--- src/rtl/fb_pkg.sv ---
// -----------------------------------------------------------------------------
// fb_pkg
// Shared frame-buffer definitions. The pixel writer and the VGA scan-out both
// import this package, so the two sides always agree on the memory layout:
// 640x480 pixels, one 8-byte slot per pixel, frame starting at a byte base.
//
// Contents:
//   H_RES_C, V_RES_C   frame geometry (also the row stride in pixels)
//   PIXEL_STRIDE       bytes per pixel slot
//   FRAME_BYTES        bytes spanned by one frame
//   FRAME_PIXELS       pixels per frame
//   fb_wr_t            one pending Avalon write {addr, data}
//   fb_state_t         writer state {RUN, DRAIN, FILL}
//   fb_pixel_addr()    byte address of a linear pixel index
// -----------------------------------------------------------------------------
package fb_pkg;

    localparam int          H_RES_C      = 640;
    localparam int          V_RES_C      = 480;
    localparam int          PIXEL_STRIDE = 8;
    localparam logic [25:0] FRAME_BYTES  = 26'h258000;
    localparam int          FRAME_PIXELS = 307200;

    typedef struct packed {
        logic [25:0] addr;
        logic [31:0] data;
    } fb_wr_t;

    typedef enum logic [1:0] {
        RUN,
        DRAIN,
        FILL
    } fb_state_t;

    // A 19-bit index shifted by the 8-byte stride gives a 22-bit offset. The
    // add wraps modulo 2^26; there is deliberately no wrap at the frame end.
    function automatic logic [25:0] fb_pixel_addr(input logic [25:0] base,
                                                  input logic [18:0] index);
        return base + {4'b0000, index, 3'b000};
    endfunction

endpackage

--- src/rtl/fb_wr_fifo.sv ---
// -----------------------------------------------------------------------------
// fb_wr_fifo
// Synchronous FIFO of fb_wr_t entries with a registered head read.
// The head register always holds the entry that will be at the front after
// the current edge, so a consumer may pop and use 'head' in the same cycle.
//
// Ports:
//   clk        system clock
//   reset      asynchronous active-low reset (flushes pointers and count)
//   push       write push_data (ignored when full)
//   push_data  entry to enqueue
//   pop        remove the head entry (ignored when empty)
//   head       current front entry, valid while !empty
//   full       DEPTH entries stored
//   empty      no entries stored
// -----------------------------------------------------------------------------
module fb_wr_fifo
    import fb_pkg::*;
#(
    parameter int DEPTH = 16
) (
    input  logic                        clk,
    input  logic                        reset,
    input  logic                        push,
    input  logic [$bits(fb_wr_t)-1:0]   push_data,
    input  logic                        pop,
    output logic [$bits(fb_wr_t)-1:0]   head,
    output logic                        full,
    output logic                        empty
);

    localparam int W  = $bits(fb_wr_t);
    localparam int AW = $clog2(DEPTH);

    logic [W-1:0]  mem [DEPTH];
    logic [AW-1:0] wr_ptr_reg;
    logic [AW-1:0] rd_ptr_reg;
    logic [AW-1:0] rd_ptr_next;
    logic [AW:0]   count_reg;
    logic          push_ok;
    logic          pop_ok;

    assign full    = (count_reg == (AW+1)'(DEPTH));
    assign empty   = (count_reg == '0);
    assign push_ok = push && !full;
    assign pop_ok  = pop && !empty;

    assign rd_ptr_next = pop_ok ? rd_ptr_reg + AW'(1) : rd_ptr_reg;

    always_ff @(posedge clk or negedge reset) begin
        if (!reset) begin
            wr_ptr_reg <= '0;
            rd_ptr_reg <= '0;
            count_reg  <= '0;
        end else begin
            if (push_ok) begin
                wr_ptr_reg <= wr_ptr_reg + AW'(1);
            end
            rd_ptr_reg <= rd_ptr_next;
            case ({push_ok, pop_ok})
                2'b10:   count_reg <= count_reg + (AW+1)'(1);
                2'b01:   count_reg <= count_reg - (AW+1)'(1);
                default: count_reg <= count_reg;
            endcase
        end
    end

    always_ff @(posedge clk) begin
        if (push_ok) begin
            mem[wr_ptr_reg] <= push_data;
        end
    end

    // Registered read of the next head slot. When that slot is the one being
    // written this very edge (FIFO empty, or one entry popped while pushing),
    // the RAM still holds stale data, so the incoming word is forwarded.
    always_ff @(posedge clk) begin
        if (push_ok && (wr_ptr_reg == rd_ptr_next)) begin
            head <= push_data;
        end else begin
            head <= mem[rd_ptr_next];
        end
    end

endmodule

--- src/rtl/fb_pixel_writer.sv ---
// -----------------------------------------------------------------------------
// fb_pixel_writer
// Frame-buffer write engine. Pixels (x, y, color) from the renderer are range
// checked, converted to a frame-buffer byte address, queued, and issued as
// 32-bit Avalon-MM writes in accept order through a single output register.
// Optional clear engine (build macro FB_PIXEL_WRITER_CLEAR_EN) fills the whole
// frame with one color after draining pending pixel writes.
//
// Ports:
//   clk, reset          clock; asynchronous active-low reset
//   base                frame base byte address (per pixel / latched at clear)
//   in_valid/in_ready   pixel handshake
//   in_x, in_y          pixel column / row
//   in_color            pixel word {8'h0, B, G, R}
//   clear_start         one-cycle fill request
//   clear_color         fill word, latched with clear_start
//   clear_busy          fill in progress (drain or fill)
//   master_*            Avalon-MM write master
//   drop_count          saturating count of out-of-range pixels
//   idle                nothing queued, in flight or filling
// -----------------------------------------------------------------------------
module fb_pixel_writer
    import fb_pkg::*;
#(
    parameter int FIFO_DEPTH = 16,
    parameter int H_RES      = 640,
    parameter int V_RES      = 480
) (
    input  logic        clk,
    input  logic        reset,
    input  logic [25:0] base,
    input  logic        in_valid,
    output logic        in_ready,
    input  logic [9:0]  in_x,
    input  logic [8:0]  in_y,
    input  logic [31:0] in_color,
    input  logic        clear_start,
    input  logic [31:0] clear_color,
    output logic        clear_busy,
    output logic [25:0] master_address,
    output logic        master_write,
    output logic [31:0] master_writedata,
    input  logic        master_waitrequest,
    output logic [15:0] drop_count,
    output logic        idle
);

    localparam logic [9:0]  H_LIM      = 10'(H_RES);
    localparam logic [8:0]  V_LIM      = 9'(V_RES);
    localparam logic [18:0] LAST_PIXEL = 19'(FRAME_PIXELS - 1);

    fb_state_t   state_reg;
    logic        ready_en_reg;
    logic [15:0] drop_count_reg;
    fb_wr_t      out_reg;
    logic        out_valid_reg;

    logic        accept;
    logic        in_range;
    logic        complete;
    logic        out_free;
    logic        pop;
    logic        fill_load;
    fb_wr_t      fill_word;
    logic [18:0] pix_index;
    fb_wr_t      pix_word;
    logic [$bits(fb_wr_t)-1:0] fifo_head;
    logic        fifo_full;
    logic        fifo_empty;

    // Address always uses the fixed 640-pixel row stride of the frame layout,
    // independent of the H_RES limit used for range checking.
    assign pix_index     = 19'(in_y) * 19'(H_RES_C) + 19'(in_x);
    assign pix_word.addr = fb_pixel_addr(base, pix_index);
    assign pix_word.data = in_color;

    assign accept   = in_valid && in_ready;
    assign in_range = (in_x < H_LIM) && (in_y < V_LIM);
    assign complete = out_valid_reg && !master_waitrequest;
    assign out_free = !out_valid_reg || complete;
    assign pop      = out_free && !fifo_empty;

    fb_wr_fifo #(
        .DEPTH     (FIFO_DEPTH)
    ) u_fifo (
        .clk       (clk),
        .reset     (reset),
        .push      (accept && in_range),
        .push_data (pix_word),
        .pop       (pop),
        .head      (fifo_head),
        .full      (fifo_full),
        .empty     (fifo_empty)
    );

    // Holds in_ready low for the reset cycle and releases it one edge later.
    always_ff @(posedge clk or negedge reset) begin
        if (!reset) begin
            ready_en_reg <= 1'b0;
        end else begin
            ready_en_reg <= 1'b1;
        end
    end

    always_ff @(posedge clk or negedge reset) begin
        if (!reset) begin
            drop_count_reg <= '0;
        end else if (accept && !in_range && (drop_count_reg != 16'hFFFF)) begin
            drop_count_reg <= drop_count_reg + 16'd1;
        end
    end

    // Output register: reloads in the same cycle its write completes, so
    // back-to-back writes go out at one per cycle.
    always_ff @(posedge clk or negedge reset) begin
        if (!reset) begin
            out_reg       <= '0;
            out_valid_reg <= 1'b0;
        end else if (pop) begin
            out_reg       <= fifo_head;
            out_valid_reg <= 1'b1;
        end else if (fill_load) begin
            out_reg       <= fill_word;
            out_valid_reg <= 1'b1;
        end else if (complete) begin
            out_valid_reg <= 1'b0;
        end
    end

`ifdef FB_PIXEL_WRITER_CLEAR_EN
    fb_state_t   state_next;
    logic [31:0] clear_color_reg;
    logic [25:0] fill_base_reg;
    logic [18:0] fill_cnt_reg;
    logic [18:0] fill_index;
    logic        fill_done;

    // During FILL the output register always holds write number fill_cnt_reg
    // (the count of completed fill writes), so the next index to load is one
    // past it, or fill_cnt_reg itself when the register is still empty.
    assign fill_done  = (state_reg == FILL) && complete && (fill_cnt_reg == LAST_PIXEL);
    assign fill_index = out_valid_reg ? fill_cnt_reg + 19'd1 : fill_cnt_reg;
    assign fill_load  = (state_reg == FILL) && out_free &&
                        !(out_valid_reg && (fill_cnt_reg == LAST_PIXEL));
    assign fill_word.addr = fb_pixel_addr(fill_base_reg, fill_index);
    assign fill_word.data = clear_color_reg;

    always_ff @(posedge clk or negedge reset) begin
        if (!reset) begin
            state_reg <= RUN;
        end else begin
            state_reg <= state_next;
        end
    end

    always_comb begin
        state_next = state_reg;
        case (state_reg)
            RUN:     if (clear_start) state_next = DRAIN;
            DRAIN:   if (fifo_empty && !out_valid_reg) state_next = FILL;
            FILL:    if (fill_done) state_next = RUN;
            default: state_next = RUN;
        endcase
    end

    always_ff @(posedge clk or negedge reset) begin
        if (!reset) begin
            clear_color_reg <= '0;
            fill_base_reg   <= '0;
        end else if ((state_reg == RUN) && clear_start) begin
            clear_color_reg <= clear_color;
            fill_base_reg   <= base;
        end
    end

    always_ff @(posedge clk or negedge reset) begin
        if (!reset) begin
            fill_cnt_reg <= '0;
        end else if ((state_reg == FILL) && complete) begin
            fill_cnt_reg <= fill_done ? 19'd0 : fill_cnt_reg + 19'd1;
        end
    end

    assign clear_busy = (state_reg != RUN);
`else
    logic unused_clear;

    assign state_reg    = RUN;
    assign fill_load    = 1'b0;
    assign fill_word    = '0;
    assign clear_busy   = 1'b0;
    assign unused_clear = ^{clear_start, clear_color, LAST_PIXEL};
`endif

    always_comb begin
        in_ready = ready_en_reg && (state_reg == RUN) && !fifo_full;
        idle     = (state_reg == RUN) && fifo_empty && !out_valid_reg;
    end

    assign master_write     = out_valid_reg;
    assign master_address   = out_reg.addr;
    assign master_writedata = out_reg.data;
    assign drop_count       = drop_count_reg;

endmodule

--- config.mk ---
export PLATFORM = sky130hd
export DESIGN_NAME = fb_pixel_writer
export DESIGN_NICKNAME = d
export VERILOG_FILES = /design/src/rtl/fb_pkg.sv /design/src/rtl/fb_wr_fifo.sv /design/src/rtl/fb_pixel_writer.sv
export SDC_FILE = /design/constraint.sdc
export NUM_CORES = 1
export LEC_CHECK = 0
export ABC_AREA = 1
export BUFFER_PORTS_ARGS = -buffer_cell sky130_fd_sc_hd__clkbuf_2
export CAP_MARGIN = 0
export CELL_PAD_IN_SITES_DETAIL_PLACEMENT = 1
export CELL_PAD_IN_SITES_GLOBAL_PLACEMENT = 2
export CORE_MARGIN = 5
export CORE_UTILIZATION = 38
export DETAILED_ROUTE_END_ITERATION = 12
export HOLD_SLACK_MARGIN = 0.08
export PLACE_DENSITY = 0.83
export SLEW_MARGIN = 40
export SYNTH_ARGS = -nofsm -noshare
export SYNTH_HDL_FRONTEND = slang
export SYNTH_HIERARCHICAL = 1
export SYNTH_SLANG_ARGS = --single-unit
--- constraint.sdc ---
create_clock -name clk -period 4.1 [get_ports clk]
set_clock_uncertainty 0.1 [all_clocks]
set_input_delay 0.41 -clock clk [delete_from_list [all_inputs] [get_ports clk]]
set_output_delay 0.41 -clock clk [all_outputs]
set_load 0.1 [all_outputs]
==> metrics <==
Setup TNS Final=0 ns; Top Ports=192; syn avg cell area=11.5 um^2; XOR/XNOR Fraction of Synth Area=0.00768; status=finished clean; sequential-to-total area share from yosys stat=0.678; CTS Buf Count=105; chip height=352 um; post-route ant nets=0; RSZ-0062 raised after global routing=no; sw frac=0.401; post-synth cell types=36; Initial Util=0.383; Worst Tran Pin Value=0.873 ns; Root Buffer=clkbuf_16; endpoints failing setup=0; max-slew violations=0; Syn Inst Count=3856; leak pwr=19.8 nW; Hold Path Class=primary input to async pin; reg2reg start=u_fifo/count_reg[1]$_DFFE_PN0P_; layout cells sized above 1=0.102; nets@finish=4206; CP Max Fanout=16; DR iter-0 viols=2143; final core utilization=0.437; Setup WS post-layout=0.686 ns; Critical Path RT=4.42 ns; largest net degree at the start of global routing=164; Largest Register=u_fifo/mem; commonest cells after routing, fill and taps aside=edfxtp_1 (928), nand2_1 (857), inv_1 (565), nand3_1 (402), o211ai_1 (368); Slew HR=0.418; Final period util=0.833; mux cell area share after synthesis=0; vias in the first global route=31100; Port Buffers=157; most common cell after layout, fill and taps aside=edfxtp_1; worst vdd ir=0.000475 V; global-route wire length before repair=187000 um; via count=29500; crit path capture type=flip-flop; P_int=20.9 mW; Syn-to-layout area delta=14.2%; Cell Area, Synth=44500 um^2; post-synthesis adder-cell area fraction=0.0146; placed cells=5421; fin cells=5652; routed wire length=122000 um; CTS sink count=1021; final hold violations=0; core area=116000 um^2; dpl hpwl=67800 um; Worst-path clk slew=0.06 ns; initial antenna violation count=1; drt wl/cell=21.6 um; CTS tree=built; type of origin of the critical path=primary input; Synth Area in Compound Gates=0.0885; DRC errors left=0; total gr overflow=0; Layout fillers=12300; Multi-input gate area=10800 um^2; Final GP Congestion=0.762; #FFs+latches synth=1021; Comb pwr share=0.364; max reg flops=928; Clk Latency, worst-skew pair=0.67 ns; Mapped Nets=4020; Syn. warnings=6; register share of total power=0.372; top achievable clock speed=293 MHz; H-tree levels=3; NetSw=14.0 mW; Setup WS pre-CTS=-0.0241 ns; CP Class=primary input to flip-flop; std cell rows=125; Die Wd=352 um; total track usage=0.193; Antenna diodes=0; pwr/cell area=687 nW/um^2; first-pass detailed-route iteration total=5; vias per inst=5.22; Clk pwr share=0.264; min Tclk post-route=3.41 ns; Synth Area in Simple Gates=0.128; Worst Setup SP=in_y[1]; die area=124000 um^2; Sequential Area=30200 um^2; max_cap viols=0; Hold WS=0.156 ns; Clock Path Buffers=3; largest family of logic cells by synthesized area=simple AND/OR/NAND/NOR gates; post-cts resize count=0; Post-CTS Setup Repair Bufs=0; crit path DAT=3.74 ns
[repair_timing]
| action | in CTS | in global routing |
|---|---|---|
| hold endpoints to repair | 570 | 0 |
| setup endpoints to repair | 0 | 0 |
| hold buffers | 37 | 0 |
[stage by stage]
step	area (um^2)	total power [mW]
floorplan	44500	22.9
global placement	47100	25.6
detailed placement	47100	25.9
CTS	50700	35.2
global route	50800	36.8
finish	50800	34.9
[layout make-up]
| class | count | share of cell area |
|---|---|---|
| clock inverter | 49 | 0.00845 |
| sequential | 1021 | 0.595 |
| tap | 1524 | 0.0376 |
| clock buffer | 144 | 0.0555 |
| timing repair buffer | 288 | 0.0488 |
| multi-input combinational | 2056 | 0.213 |
| inverter | 570 | 0.0425 |
[synth_stat cells, drive strengths merged]
| cell type | instances | area [um^2] |
|---|---|---|
| clkbuf | 48 | 183 |
| o21bai | 3 | 22.5 |
| nand3b | 4 | 30.0 |
| xnor2 | 15 | 131 |
| dfrtp | 89 | 2230 |
| clkinv | 1 | 5.00 |
| fa | 3 | 60.1 |
| a21oi | 113 | 566 |
| ha | 47 | 588 |
| and2 | 2 | 12.5 |
| nor3 | 10 | 61.3 |
| nor2 | 76 | 285 |
| nand2 | 859 | 3230 |
| dfxtp | 4 | 80.1 |
| inv | 569 | 2140 |
| xor2 | 24 | 210 |
| buf | 161 | 1330 |
| or2 | 1 | 6.26 |
| o211ai | 368 | 2760 |
| nand3 | 403 | 2020 |
| conb | 2 | 7.51 |
| nand4 | 11 | 68.8 |
| o21ai | 115 | 587 |
| edfxtp | 928 | 27900 |
[power by group through the flow]
stage | registers, mW | logic, mW | clock network, mW
after floorplan | 15.3 | 7.64 | 0
after global placement | 13.2 | 12.4 | 0
after detailed placement | 13.2 | 12.7 | 0
after CTS | 13.0 | 12.8 | 9.41
after global routing | 13.1 | 13.9 | 9.85
final | 13.0 | 12.7 | 9.19
[routing by layer]
layer | global-route usage | vias to the layer above | wire length (um)
met5 | 0 | - | 0
met4 | 0.0566 | 0 | 2930
met3 | 0.0258 | 170 | 5990
met2 | 0.336 | 720 | 61000
met1 | 0.254 | 14900 | 52500
li1 | - | 13700 | -
[critical path: stages]
cell and delay (ns):
clkbuf_2 0.09, ha_1 0.29, ha_1 0.24, fa_1 0.45, buf_4 0.17, nand3_1 0.10, nand3_1 0.12, nand2_1 0.11
nand3_1 0.07, nand2_1 0.10, nand3_1 0.08, nand2_1 0.06, nand2_1 0.07, ha_1 0.34, nand2_1 0.12, nor2_1 0.17
inv_1 0.06, nor2_1 0.12, nand3_1 0.12, nand4_1 0.11, nand2_1 0.13, buf_12 0.18
[final timing paths]
| kind | end | slack (ns) | cells past startpoint |
|---|---|---|---|
| max in group asynchronous | master_address[5]$_DFFE_PN0P_ | 2.84 | 3 |
| max reg2reg | u_fifo/mem[6][23]$_DFFE_PP_ | 1.04 | 11 |
| min reg2reg | master_writedata[14]$_DFFE_PN0P_ | 0.38 | 2 |
| min in group clk | u_fifo/wr_ptr_reg[0]$_DFFE_PN0P_ | 0.18 | 5 |
| max | u_fifo/mem[14][54]$_DFFE_PP_ | 0.69 | 22 |
| min | master_writedata[10]$_DFFE_PN0P_ | 0.16 | 2 |
[logic make-up (layout without fill, tap and decap cells)]
group                      Yosys count  in the layout
and+or+nand+nor                   1366           1366
other                                2              2
DFF                               1021           1021
xor gates and xnor gates            39             39
AOI/OAI and AO/OA                  599            599
adders and majority gates           50             50
buffers and inverters              779           1051
Note: power is estimated with default switching activity, not from simulation.
